`src/rtl/flag_pkg.sv`:
```
// ============================================================================
//  flag_pkg : shared types and screen constants for the goal-flag sprite.
//  Revision : 1.0
// ============================================================================
`default_nettype none

package flag_pkg;

    localparam int COORD_W  = 10;
    localparam int SCREEN_W = 640;
    localparam int SCREEN_H = 480;

    typedef logic [COORD_W-1:0] coord_t;

    typedef enum logic [1:0] {
        WAVE  = 2'd0,
        LOWER = 2'd1,
        DOWN  = 2'd2,
        RAISE = 2'd3
    } flag_state_t;

endpackage

`default_nettype wire

```
`src/rtl/flag_anim_ctr.sv`:
```
// ============================================================================
//  flag_anim_ctr : sprite animation frame sequencer (hold counter + frame index).
//  Revision : 1.0
// ============================================================================
`default_nettype none

module flag_anim_ctr #(
    parameter  int NUM_FRAMES = 4,
    parameter  int FRAME_HOLD = 8,
    localparam int FRAME_W    = (NUM_FRAMES > 1) ? $clog2(NUM_FRAMES) : 1
) (
    input  logic               frame_clk,
    input  logic               Reset,
    input  logic               enable,
    input  logic               clear,
    output logic [FRAME_W-1:0] frame
);

    localparam int HOLD_W = (FRAME_HOLD > 1) ? $clog2(FRAME_HOLD) : 1;
    localparam logic [HOLD_W-1:0]  HOLD_MAX  = HOLD_W'(FRAME_HOLD - 1);
    localparam logic [FRAME_W-1:0] FRAME_MAX = FRAME_W'(NUM_FRAMES - 1);

    logic [HOLD_W-1:0]  hold_q,  hold_d;
    logic [FRAME_W-1:0] frame_q, frame_d;

    // clear has priority so a sprite can be parked on frame 0 while disabled
    always_comb begin
        hold_d  = hold_q;
        frame_d = frame_q;
        if (clear) begin
            hold_d  = '0;
            frame_d = '0;
        end else if (enable) begin
            if (hold_q == HOLD_MAX) begin
                hold_d  = '0;
                frame_d = (frame_q == FRAME_MAX) ? '0 : frame_q + 1'b1;
            end else begin
                hold_d = hold_q + 1'b1;
            end
        end
    end

    always_ff @(posedge frame_clk or posedge Reset) begin
        if (Reset) begin
            hold_q  <= '0;
            frame_q <= '0;
        end else begin
            hold_q  <= hold_d;
            frame_q <= frame_d;
        end
    end

    assign frame = frame_q;

endmodule

`default_nettype wire

```
`src/rtl/capture_flag.sv`:
```
// ============================================================================
//  capture_flag : waving goal flag that lowers on capture and rises on respawn.
//  Optional macro CAPTURE_FLAG_BOB_EN adds a 1-pixel bob while waving.
//  Revision : 1.0
// ============================================================================
`default_nettype none

module capture_flag
    import flag_pkg::*;
#(
    parameter  int X_POS      = 575,
    parameter  int Y_TOP      = 245,
    parameter  int Y_BOT      = 365,
    parameter  int STEP       = 4,
    parameter  int SIZE       = 32,
    parameter  int WIDTH      = 44,
    parameter  int HEIGHT     = 40,
    parameter  int NUM_FRAMES = 4,
    parameter  int FRAME_HOLD = 8,
    localparam int FRAME_W    = (NUM_FRAMES > 1) ? $clog2(NUM_FRAMES) : 1
) (
    input  logic               frame_clk,
    input  logic               Reset,
    input  logic               capture,
    input  logic               respawn,
    output logic [COORD_W-1:0] FlagX,
    output logic [COORD_W-1:0] FlagY,
    output logic [COORD_W-1:0] FlagS,
    output logic [COORD_W-1:0] FlagWidth,
    output logic [COORD_W-1:0] FlagHeight,
    output logic [FRAME_W-1:0] FlagFrame,
    output logic               FlagDown,
    output logic               FlagCaptured,
    output logic [7:0]         CaptureCount
);

    localparam coord_t        Y_TOP_C     = coord_t'(Y_TOP);
    localparam coord_t        Y_BOT_C     = coord_t'(Y_BOT);
    localparam coord_t        STEP_C      = coord_t'(STEP);
    localparam logic [10:0]   STEP_X      = 11'(STEP);
    localparam logic [10:0]   Y_BOT_X     = 11'(Y_BOT);
    localparam logic [10:0]   RAISE_LIMIT = 11'(Y_TOP + STEP);

    flag_state_t state_q, state_d;
    coord_t      y_q, y_d;
    logic        down_q, down_d;
    logic        captured_q, captured_d;
    logic [7:0]  count_q, count_d;
    logic [10:0] y_ext, lower_sum;
    logic        anim_en, anim_clr;

    // Extra bit keeps the descent compare honest near the top of the range
    always_comb begin
        y_ext      = {1'b0, y_q};
        lower_sum  = y_ext + STEP_X;
        state_d    = state_q;
        y_d        = y_q;
        count_d    = count_q;
        captured_d = 1'b0;
        unique case (state_q)
            WAVE: begin
                if (capture) state_d = LOWER;
            end
            LOWER: begin
                if (lower_sum >= Y_BOT_X) begin
                    y_d        = Y_BOT_C;
                    state_d    = DOWN;
                    captured_d = 1'b1;
                    if (count_q != 8'hFF) count_d = count_q + 8'd1;
                end else begin
                    y_d = lower_sum[COORD_W-1:0];
                end
            end
            DOWN: begin
                y_d = Y_BOT_C;
                if (respawn) state_d = RAISE;
            end
            RAISE: begin
                if (y_ext <= RAISE_LIMIT) begin
                    y_d     = Y_TOP_C;
                    state_d = WAVE;
                end else begin
                    y_d = y_q - STEP_C;
                end
            end
            default: state_d = WAVE;
        endcase
        down_d   = (state_d == DOWN);
        anim_en  = (state_q == WAVE);
        anim_clr = (state_q == DOWN) || (state_q == RAISE) || (state_d == DOWN);
    end

    always_ff @(posedge frame_clk or posedge Reset) begin
        if (Reset) begin
            state_q    <= WAVE;
            y_q        <= Y_TOP_C;
            down_q     <= 1'b0;
            captured_q <= 1'b0;
            count_q    <= 8'd0;
        end else begin
            state_q    <= state_d;
            y_q        <= y_d;
            down_q     <= down_d;
            captured_q <= captured_d;
            count_q    <= count_d;
        end
    end

    flag_anim_ctr #(
        .NUM_FRAMES (NUM_FRAMES),
        .FRAME_HOLD (FRAME_HOLD)
    ) u_anim (
        .frame_clk (frame_clk),
        .Reset     (Reset),
        .enable    (anim_en),
        .clear     (anim_clr),
        .frame     (FlagFrame)
    );

`ifdef CAPTURE_FLAG_BOB_EN
    assign FlagY = y_q + {{(COORD_W-1){1'b0}}, (state_q == WAVE) & FlagFrame[0]};
`else
    assign FlagY = y_q;
`endif

    assign FlagX        = coord_t'(X_POS);
    assign FlagS        = coord_t'(SIZE);
    assign FlagWidth    = coord_t'(WIDTH);
    assign FlagHeight   = coord_t'(HEIGHT);
    assign FlagDown     = down_q;
    assign FlagCaptured = captured_q;
    assign CaptureCount = count_q;

endmodule

`default_nettype wire

```
`config.mk`:
```
export PLATFORM = sky130hd
export DESIGN_NAME = capture_flag
export DESIGN_NICKNAME = d
export VERILOG_FILES = /design/src/rtl/flag_pkg.sv /design/src/rtl/flag_anim_ctr.sv /design/src/rtl/capture_flag.sv
export SDC_FILE = /design/constraint.sdc
export NUM_CORES = 1
export LEC_CHECK = 0
export BUFFER_PORTS_ARGS = -buffer_cell sky130_fd_sc_hd__buf_2
export CAP_MARGIN = 20
export CELL_PAD_IN_SITES_DETAIL_PLACEMENT = 1
export CELL_PAD_IN_SITES_GLOBAL_PLACEMENT = 2
export CORE_MARGIN = 1
export CORE_UTILIZATION = 32
export DETAILED_ROUTE_END_ITERATION = 12
export PLACE_DENSITY_LB_ADDON = 0.1
export SYNTH_ARGS = -nofsm -noshare
export SYNTH_HDL_FRONTEND = slang
export SYNTH_SLANG_ARGS = --single-unit
```
`constraint.sdc`:
```
create_clock -name frame_clk -period 5.07 [get_ports frame_clk]
set_input_delay 0 -clock frame_clk [delete_from_list [all_inputs] [get_ports frame_clk]]
set_output_delay 0 -clock frame_clk [all_outputs]
set_load 0.005 [all_outputs]
```
==> flow_summary.ini <==
[outcome]
status = finished clean

[cts]
cts_made_buffers = 3
cts.htree.levels = 1
clock_latency_ps = 270
path_clk_slew_ps = 100
cts_root_buf = clkbuf_8
cts_buffer_depth = 2
cts-resized-gates = 0
cts_tree = built
clkSinkCount = 26

[detailed_routing]
drt_first_pass_iters = 4
wirelength_mm = 4.59
wl_per_cell_um = 14.6
vias_per_cell = 4.71
drtIter0Drc = 34
drtAntennaViolNets = 0
drc = 0
num_vias = 1484

[place]
place_area_um2 = 2020
hpwl_mm = 3.39
gp_congestion = 0.716
io_buffers = 24

[power]
p_seq_share_pct = 56.8
clkPwrFrac_pct = 38.7
combPwrFrac_pct = 4.5
p_int_uw = 281
power.density_nw_per_um2 = 174
p_leak_uw = 0.00102
power_uw = 366
switching_share_pct = 23.1
power_switching_uw = 84.5
vdd_drop_max_mv = 0.114

[worst_setup_path]
cp-end-kind = register
worstSetupStartpointType = register
rrSetupSlack_ps = 2450
crit_type = reg -> reg
required_ps = 5240
crit_arrival_ps = 2780
crit_fanout = 17

[synthesis]
yosys_most_used_dff = dfrtp_1
yosysTopAreaCell = dfrtp_1
async_flop_share_pct = 100
synth_top_area_share_pct = 25.0
ys_seq_elements = 26
seq_area_frac_synth_pct = 32.9
synthCells = 221
syn_area_um2 = 2000
yosysWarnings = 0
ys_types = 57
synth_edf_count = 0
syn_avg_cell_area_um2 = 9.06
synth_area_leaders = dfrtp_1 (25%), buf_4 (16%), dfstp_2 (7.9%), ha_1 (4.4%), nand2_1 (2.8%)

[sta]
rsz0062_at_grt = no
fmax_mhz = 382
fin_setup_tns_ps = 0
worstMarginPinSlew_ps = 693
relSlewSlack_pct = 53.7
finalCritPeriodShare_pct = 51.6
finalSetupViolations = 0
hold_viol = 0
finalCriticalPeriod_ps = 2620
slew_violations = 0
skew_ps = 3.34

[min_path]
hold_class = in -> reg

[job]
cap_violations = 0

[floorplan]
die_h_um = 81.1
num_io_pins = 66
fp.dieW_um = 81.1
fp.dieArea_um2 = 6580
num_rows = 28
design.core.area_um2 = 5990
start_util_pct = 33.4

[global_routing]
grt_pass1_wl_mm = 7.48
grt_max_degree = 20
antenna_found_initial = 0
grt_pass1_vias = 1462
grt_overflow = 0
track_usage_pct = 14.9

[finish]
syn_to_final_growth_pct = 4.75
final_common_cell = conb_1
fin_nets = 252
layout_common_cells = conb_1 (41), buf_2 (24), dfrtp_1 (20)
utilization_pct = 35.0
fill_cells = 730
antenna_cells = 0
fin_area_um2 = 2100
drive_gt1_share_pct = 20.4
## sequential cells by signal, summed over array words and instances (netlist names)
name           flops
FlagY              9
CaptureCount       8
u_anim.hold_q      3
state_q            2
u_anim.frame       2
FlagCaptured       1
FlagDown           1
## what timing repair did
item                      4_1_cts  5_1_grt
buffers inserted                0        0
hold endpoints to repair        6        0
hold buffers                    2        0
## power by group through the flow
stage          Clock, µW  Sequential, µW  Combinational [µW]
5_1_grt              153             208                20.4
2_1_floorplan          0             211                32.6
4_1_cts              148             208                16.4
3_3_place_gp           0             211                12.5
3_5_place_dp           0             211                15.2
6_report             142             207                16.4
## final cells by class
class	instances	area [µm²]	area share [%]
Timing Repair Buffer	27	168	7.99
Multi-Input combinational cell	175	1090	52.1
Inverter	8	30.0	1.43
Clock buffer	4	55.1	2.62
Tap cell	75	93.8	4.47
Sequential cell	26	658	31.4
## final timing paths
path / from / endpoint / cells past startpoint
worst max-delay path: FlagY[2] / CaptureCount[1] / 7
worst max register to register: FlagY[2] / CaptureCount[1] / 7
max in group asynchronous: Reset / FlagY[2] / 4
worst min register to register: CaptureCount[4] / CaptureCount[4] / 1
worst min-delay path: respawn / FlagDown / 3
min in group asynchronous: Reset / FlagDown / 3
## synthesized netlist by cell type, types with 4 or more instances
| cell | n |
|---|---|
| buf_4 | 42 |
| dfrtp_1 | 20 |
| nand2_1 | 15 |
| nor2_1 | 12 |
| o21ai_0 | 10 |
| a21oi_1 | 9 |
| inv_1 | 8 |
| ha_1 | 7 |
| dfstp_2 | 6 |
| a31oi_1 | 5 |
| xnor2_1 | 5 |
| mux2i_1 | 4 |
| nand2b_1 | 4 |
| nand4_1 | 4 |
## metal layers
layer / GRT usage, % / vias up / share of wire [%] / wire (µm)
li1: - / 730 / - / -
met1: 19.6 / 726 / 48 / 2210
met2: 25.6 / 26 / 49 / 2240
met3: 2.13 / 2 / 2.7 / 123
met4: 3.75 / 0 / 0.48 / 22
met5: 0 / - / 0 / 0
## metrics by stage
| step | hold slack, ps | instances | setup WS (ps) |
|---|---|---|---|
| 3_5_place_dp | 12.0 | 309 | 2450 |
| 5_1_grt | 50.5 | 315 | 2300 |
| 2_1_floorplan | 35.6 | 260 | 2800 |
| 4_1_cts | 27.2 | 315 | 2440 |
| 3_3_place_gp | 271 | 308 | 2500 |
| 6_report | 36.9 | 315 | 2450 |
## cells by family after synthesis
family          synth area share [%]
compound gates                  20.8
fa+ha+maj                       4.37
flops                           32.9
xor+xnor                        2.62
buf+inv                         19.9
mux                             3.12
other cells                    0.375
simple gates                    16.0
## critical path, stage by stage, from the launching register on
cell,delay (ps)
dfstp_2,660
ha_1,320
and3_4,260
and3_2,210
a32oi_2,120
o22ai_4,460
nand2_2,130
mux2_1,340
Power figures use the tool's default switching activity.
